===== src/rtl/vga_pkg.sv =====
// Shared 640x480@60 raster constants and the axis-length helper used by the
// timing generator and its per-axis counters.
package vga_pkg;

  localparam int CNT_W = 10;

  localparam int VGA_H_VIZ   = 640;
  localparam int VGA_H_FP    = 16;
  localparam int VGA_H_PULSE = 96;
  localparam int VGA_H_BP    = 48;

  localparam int VGA_V_VIZ   = 480;
  localparam int VGA_V_FP    = 10;
  localparam int VGA_V_PULSE = 2;
  localparam int VGA_V_BP    = 33;

  function automatic int axis_total(int viz, int fp, int pulse, int bp);
    return viz + fp + pulse + bp;
  endfunction

  localparam int VGA_H_TOTAL = axis_total(VGA_H_VIZ, VGA_H_FP, VGA_H_PULSE, VGA_H_BP);
  localparam int VGA_V_TOTAL = axis_total(VGA_V_VIZ, VGA_V_FP, VGA_V_PULSE, VGA_V_BP);

endpackage


===== src/rtl/vga_timing_gen_if.sv =====
// Raster timing bundle: the generator (master) drives positions and flags,
// the consuming pixel pipeline (slave) supplies the advance enable.
interface vga_timing_gen_if;
  logic                      en;
  logic                      pix_ce;
  logic [vga_pkg::CNT_W-1:0] h_cnt;
  logic [vga_pkg::CNT_W-1:0] v_cnt;
  logic                      h_sync;
  logic                      v_sync;
  logic                      active;
  logic                      line_start;
  logic                      frame_start;

  modport master (
    input  en,
    output pix_ce, h_cnt, v_cnt, h_sync, v_sync, active, line_start, frame_start
  );

  modport slave (
    output en,
    input  pix_ce, h_cnt, v_cnt, h_sync, v_sync, active, line_start, frame_start
  );
endinterface


===== src/rtl/vga_axis_cnt.sv =====
// One raster axis: wrapping position counter with terminal count, plus sync
// and visible decode taken from the next count so flags align with cnt.
module vga_axis_cnt
  import vga_pkg::*;
#(
  parameter int VIZ      = VGA_H_VIZ,
  parameter int FP       = VGA_H_FP,
  parameter int PULSE    = VGA_H_PULSE,
  parameter int BP       = VGA_H_BP,
  parameter bit SYNC_POL = 1'b0
) (
  input  logic             clk,
  input  logic             rst,
  input  logic             step,
  output logic [CNT_W-1:0] cnt,
  output logic             tc,
  output logic             sync,
  output logic             viz_nxt
);

  localparam int TOTAL = axis_total(VIZ, FP, PULSE, BP);

  if (TOTAL > (1 << CNT_W)) begin : g_total_chk
    $error("vga_axis_cnt: axis total %0d exceeds counter range", TOTAL);
  end

  localparam logic [CNT_W-1:0] LAST    = CNT_W'(TOTAL - 1);
  localparam logic [CNT_W-1:0] SYNC_LO = CNT_W'(VIZ + FP);
  localparam logic [CNT_W-1:0] SYNC_HI = CNT_W'(VIZ + FP + PULSE);
  localparam logic [CNT_W-1:0] VIZ_N   = CNT_W'(VIZ);

  logic [CNT_W-1:0] cnt_nxt;
  logic             sync_on_nxt;

  assign tc = (cnt == LAST);

  always_comb begin
    cnt_nxt = cnt;
    if (step) begin
      cnt_nxt = tc ? '0 : cnt + 1'b1;
    end
  end

  assign viz_nxt     = (cnt_nxt < VIZ_N);
  assign sync_on_nxt = (cnt_nxt >= SYNC_LO) && (cnt_nxt < SYNC_HI);

  // Reset parks on the last position so the first step lands on 0.
  always_ff @(posedge clk) begin
    if (rst) begin
      cnt  <= LAST;
      sync <= ~SYNC_POL;
    end else if (step) begin
      cnt  <= cnt_nxt;
      sync <= sync_on_nxt ? SYNC_POL : ~SYNC_POL;
    end
  end

endmodule


===== src/rtl/vga_timing_gen.sv =====
// 640x480@60 raster timing generator. Define VGA_TIMING_CE_DIV2_EN to run from
// a 2x clock with an internal divide-by-two pixel clock-enable.
module vga_timing_gen
  import vga_pkg::*;
#(
  parameter int H_VIZ    = VGA_H_VIZ,
  parameter int H_FP     = VGA_H_FP,
  parameter int H_PULSE  = VGA_H_PULSE,
  parameter int H_BP     = VGA_H_BP,
  parameter int V_VIZ    = VGA_V_VIZ,
  parameter int V_FP     = VGA_V_FP,
  parameter int V_PULSE  = VGA_V_PULSE,
  parameter int V_BP     = VGA_V_BP,
  parameter bit SYNC_POL = 1'b0
) (
  input logic               clk,
  input logic               rst,
  vga_timing_gen_if.master  vif
);

  logic             pix_ce;
  logic             step;
  logic             h_tc, v_tc;
  logic             h_viz_nxt, v_viz_nxt;
  logic             h_sync, v_sync;
  logic [CNT_W-1:0] h_cnt, v_cnt;
  logic             active_q, line_start_q, frame_start_q;

`ifdef VGA_TIMING_CE_DIV2_EN
  logic ce_q;

  always_ff @(posedge clk) begin
    if (rst) begin
      ce_q <= 1'b0;
    end else if (vif.en) begin
      ce_q <= ~ce_q;
    end
  end

  assign pix_ce = ce_q;
`else
  assign pix_ce = 1'b1;
`endif

  assign step = vif.en & pix_ce;

  vga_axis_cnt #(
    .VIZ(H_VIZ), .FP(H_FP), .PULSE(H_PULSE), .BP(H_BP), .SYNC_POL(SYNC_POL)
  ) u_h (
    .clk     (clk),
    .rst     (rst),
    .step    (step),
    .cnt     (h_cnt),
    .tc      (h_tc),
    .sync    (h_sync),
    .viz_nxt (h_viz_nxt)
  );

  vga_axis_cnt #(
    .VIZ(V_VIZ), .FP(V_FP), .PULSE(V_PULSE), .BP(V_BP), .SYNC_POL(SYNC_POL)
  ) u_v (
    .clk     (clk),
    .rst     (rst),
    .step    (step & h_tc),
    .cnt     (v_cnt),
    .tc      (v_tc),
    .sync    (v_sync),
    .viz_nxt (v_viz_nxt)
  );

  // Wrapping from the terminal count is exactly "next position is 0".
  always_ff @(posedge clk) begin
    if (rst) begin
      active_q      <= 1'b0;
      line_start_q  <= 1'b0;
      frame_start_q <= 1'b0;
    end else if (step) begin
      active_q      <= h_viz_nxt & v_viz_nxt;
      line_start_q  <= h_tc;
      frame_start_q <= h_tc & v_tc;
    end
  end

  assign vif.pix_ce      = pix_ce;
  assign vif.h_cnt       = h_cnt;
  assign vif.v_cnt       = v_cnt;
  assign vif.h_sync      = h_sync;
  assign vif.v_sync      = v_sync;
  assign vif.active      = active_q;
  assign vif.line_start  = line_start_q;
  assign vif.frame_start = frame_start_q;

endmodule

===== src/flat_wrapper.sv =====
// flat-port wrapper written by rule: the top's interface ports become plain ports
module vga_timing_gen_flat import vga_pkg::*;
#(
  parameter int H_VIZ    = VGA_H_VIZ,
  parameter int H_FP     = VGA_H_FP,
  parameter int H_PULSE  = VGA_H_PULSE,
  parameter int H_BP     = VGA_H_BP,
  parameter int V_VIZ    = VGA_V_VIZ,
  parameter int V_FP     = VGA_V_FP,
  parameter int V_PULSE  = VGA_V_PULSE,
  parameter int V_BP     = VGA_V_BP,
  parameter bit SYNC_POL = 1'b0
)
  (clk, rst, vif_en, vif_pix_ce, vif_h_cnt, vif_v_cnt, vif_h_sync, vif_v_sync, vif_active, vif_line_start, vif_frame_start);
  vga_timing_gen_if vif_i ();
  input logic clk;
  input logic rst;
  input wire logic [$bits(vif_i.en)-1:0] vif_en;
  output wire logic [$bits(vif_i.pix_ce)-1:0] vif_pix_ce;
  output wire logic [$bits(vif_i.h_cnt)-1:0] vif_h_cnt;
  output wire logic [$bits(vif_i.v_cnt)-1:0] vif_v_cnt;
  output wire logic [$bits(vif_i.h_sync)-1:0] vif_h_sync;
  output wire logic [$bits(vif_i.v_sync)-1:0] vif_v_sync;
  output wire logic [$bits(vif_i.active)-1:0] vif_active;
  output wire logic [$bits(vif_i.line_start)-1:0] vif_line_start;
  output wire logic [$bits(vif_i.frame_start)-1:0] vif_frame_start;
  assign vif_i.en = vif_en;
  assign vif_pix_ce = vif_i.pix_ce;
  assign vif_h_cnt = vif_i.h_cnt;
  assign vif_v_cnt = vif_i.v_cnt;
  assign vif_h_sync = vif_i.h_sync;
  assign vif_v_sync = vif_i.v_sync;
  assign vif_active = vif_i.active;
  assign vif_line_start = vif_i.line_start;
  assign vif_frame_start = vif_i.frame_start;
  vga_timing_gen #(.H_VIZ(H_VIZ), .H_FP(H_FP), .H_PULSE(H_PULSE), .H_BP(H_BP), .V_VIZ(V_VIZ), .V_FP(V_FP), .V_PULSE(V_PULSE), .V_BP(V_BP), .SYNC_POL(SYNC_POL)) u_core (.clk(clk), .rst(rst), .vif(vif_i));
endmodule

===== config.mk =====
export PLATFORM = sky130hd
export DESIGN_NAME = vga_timing_gen_flat
export DESIGN_NICKNAME = d
export VERILOG_FILES = /design/src/rtl/vga_pkg.sv /design/src/rtl/vga_timing_gen_if.sv /design/src/rtl/vga_axis_cnt.sv /design/src/rtl/vga_timing_gen.sv /design/src/flat_wrapper.sv
export SDC_FILE = /design/constraint.sdc
export NUM_CORES = 1
export LEC_CHECK = 0
export BUFFER_PORTS_ARGS = -buffer_cell sky130_fd_sc_hd__buf_4
export CORE_MARGIN = 5
export CORE_UTILIZATION = 45
export CTS_CLUSTER_SIZE = 40
export DETAILED_ROUTE_END_ITERATION = 8
export GPL_TIMING_DRIVEN = 0
export PLACE_DENSITY_LB_ADDON = 0.3
export SYNTH_ARGS = -nofsm -noshare
export SYNTH_HDL_FRONTEND = slang
export SYNTH_SLANG_ARGS = --single-unit

===== constraint.sdc =====
create_clock -name clk -period 2.5 [get_ports clk]
set_clock_uncertainty 0.2 [all_clocks]
set_input_delay 0.125 -clock clk [delete_from_list [all_inputs] [get_ports clk]]
set_output_delay 0.125 -clock clk [all_outputs]
set_load 0.01 [all_outputs]

==> out/metrics.yaml <==
status: "completed"
dpl.cell_count: 264
r2r_slack_ns: 0.18
cp_max_fo: 10
htreeDepth: 1
cts_tree: "done"
grt_max_degree: 15
reg2reg_from: "u_core.u_h.cnt[0]"
clk_latency_ns: 0.32
wirelength_um: 3540
io_pins: 29
cts_buffer_depth: 2
syn_nets: 198
slew_violations: 0
setup.worst_path.class: "reg2reg"
setup_viol: 0
hold_viol: 0
via_per_inst: 5.49
regArea_um2: 503
synth-edff-count: 0
die_h_um: 68.6
hold_path_class: "in2reg"
yosysUniqueCellTypes: 52
fmax_mhz: 432
worstHoldPathCells: 3
fin_util_pct: 55.1
required_ns: 2.54
drive_gt1_share_pct: 23.8
antenna_found_initial: 0
gp_congestion: 0.841
reg2reg_to: "u_core.u_v.sync"
drtAntennaViolNets: 0
dr.first_iter.drc_count: 103
yosys_warnings: 0
worstPathArrival_ns: 2.35
grt_pass1_wl_um: 6240
die_w_um: 68.6
critPathCapture: "u_core.u_v.sync"
nFillCells: 347
async_flop_share_pct: 0
die_area_um2: 4700
gr-total-overflow: 0
synthesis.instances: 192
tightest_slew_ns: 0.532
vias: 1476
power.leakage_nw: 0.734
ir_drop_mv: 0.270
initial_core_util_pct: 46.2
drc: 0
syn_area_per_cell_um2: 8.04
relSlewSlack_pct: 64.5
firstDrtPassIters: 4
routedWlPerCell_um: 13.2
fin_crit_ns: 2.32
synth_area_um2: 1540
reg2reg_depth: 9
p_total_mw: 1.06
clkSlewWorstSetupHoldPaths_ns: 0.14
grtUsageTotal_pct: 17.3
grt_pass1_vias: 1381
rows: 21
maxCapViolations: 0
yosys-top-cells-area: "dfxtp_1 (32%), nand3_1 (5.2%), nor2_1 (4.6%), a21oi_1 (3.6%), nand2_1 (2.9%)"
ctsRootBufferMaster: "clkbuf_4"
ys_ff_latch: 25
synth_top_area_share_pct: 32.4
area_growth_pct: 19.2
yosys.area.top_type: "dfxtp_1"
numCtsBuffers: 3
critPathCaptureType: "flip-flop"
ys_seq_area_share_pct: 32.4
worstSetupStartpointType: "flip-flop"
rsz0062_at_grt: "false"
setup_tns_ns: 0
finalNetCount: 230
finalCritPeriodShare_pct: 92.7
synthFlopType: "dfxtp_1"
power.density_nw_per_um2: 577
hpwl_um: 2650
clock-sinks: 25
multi_input_area_um2: 918
n_antenna_cell: 0
fin_cells: 269
cts_setup_buffers: 0
fp.coreArea_um2: 3340
startpoint: "u_core.u_h.cnt[0]"
portBuffers: 26
[sequential cells by signal (all words and copies together), names as in the netlist]
name                    count
u_core.vif.frame_start      1
u_core.u_v.sync             1
u_core.vif.active           1
u_core.vif.line_start       1
u_core.u_h.cnt             10
u_core.u_v.cnt             10
u_core.u_h.sync             1
[layout by cell type (no fill, tap or decap), types with 3 or more instances in the layout]
cell type | netlist | routed
a21oi_1 | 11 | 11
a22oi_1 | 3 | 3
and3_2 | 2 | 3
and4_1 | 3 | 3
buf_2 | 5 | 5
buf_4 | 1 | 27
clkbuf_1 | 5 | 5
clkbuf_4 | 0 | 3
dfxtp_1 | 25 | 23
inv_1 | 8 | 8
nand2_1 | 12 | 12
nand2b_1 | 3 | 3
nand3_1 | 16 | 16
nand4_1 | 3 | 3
nor2_1 | 19 | 19
nor2b_1 | 3 | 3
nor3_1 | 8 | 8
o211ai_1 | 4 | 4
o21ai_0 | 6 | 6
or3_1 | 4 | 4
xnor2_1 | 5 | 5
xor2_1 | 4 | 4
[routing by layer]
layer / global-route usage (%) / share of wire [%] / vias up
met5: 0 / 0 / -
met4: 6.70 / 2.0 / 0
met3: 2.11 / 4.3 / 9
met2: 27.7 / 46 / 44
met1: 23.5 / 48 / 670
li1: - / - / 753
[area by class of cell]
type                       instances  share of cell area, %
clock buffer                       3                   1.22
buffer                            16                   5.31
multi-input combinational        143                   49.9
timing repair buffer              27                   11.2
sequential                        25                   27.3
clock inverter                     1                  0.272
tap                               46                   3.13
inverter                           8                   1.63
[critical path, cell delays in order, from the launching register on]
cell and delay [ns]:
dfxtp_2 0.41, ha_2 0.25, and3_2 0.25, and4_1 0.19
buf_2 0.16, buf_2 0.24, nand3_1 0.11, a21oi_1 0.14
nand3_1 0.09, o21a_1 0.18
[synth_stat cells, drive strengths merged, types with 4 or more instances]
cell type,count
a21oi,11
xnor2,5
or3,4
dfxtp,25
buf,8
o211ai,4
nand3,16
o21ai,6
nand4,4
nor3,8
and3,5
clkbuf,8
nor2,19
xor2,4
inv,8
nand2,12
[worst min path at each step]
| stage | slack (ns) | to | startpoint |
|---|---|---|---|
| floorplan | 0.22 | u_core.u_h.cnt[7] | rst |
| global placement | 0.26 | u_core.vif.frame_start | u_core.vif.frame_start |
| detailed placement | 0.27 | u_core.vif.line_start | u_core.vif.line_start |
| CTS | 0.06 | u_core.u_h.cnt[2] | vif_en |
| global route | 0.08 | u_core.u_h.cnt[2] | vif_en |
| finish | 0.02 | u_core.u_h.cnt[2] | vif_en |
[stage by stage]
step	hold slack [ns]	worst slack, ns	instance area [µm²]
floorplan	0.218	0.318	1540
global placement	0.259	0.0588	1800
detailed placement	0.265	0.0562	1800
CTS	0.0605	0.0288	1830
global route	0.0779	0.0349	1840
finish	0.0165	0.183	1840
[logic make-up (layout without fill, tap and decap cells)]
logic type      after synthesis  count (layout)  synth area share, %
xor+xnor                      9               9                 5.11
flops                        25              25                 32.4
buf+inv                      24              55                 8.27
simple gates                 89              89                 33.5
compound gates               41              41                 18.0
other cells                   1               1                0.243
fa+ha+maj                     3               3                 2.43
[power by group]
part | internal [mW] | leakage (nW) | switching [mW] | total [mW]
logic | 0.184 | 0.513 | 0.211 | 0.395
registers | 0.435 | 0.203 | 0.0442 | 0.480
clock network | 0.0600 | 0.0177 | 0.126 | 0.186
[what timing repair did]
item	in CTS	in global routing
gates resized for setup	0	4
hold buffers	1	0
endpoints found under the setup margin	0	8
hold endpoints to repair	2	0
Note: power is estimated with default switching activity, not from simulation.
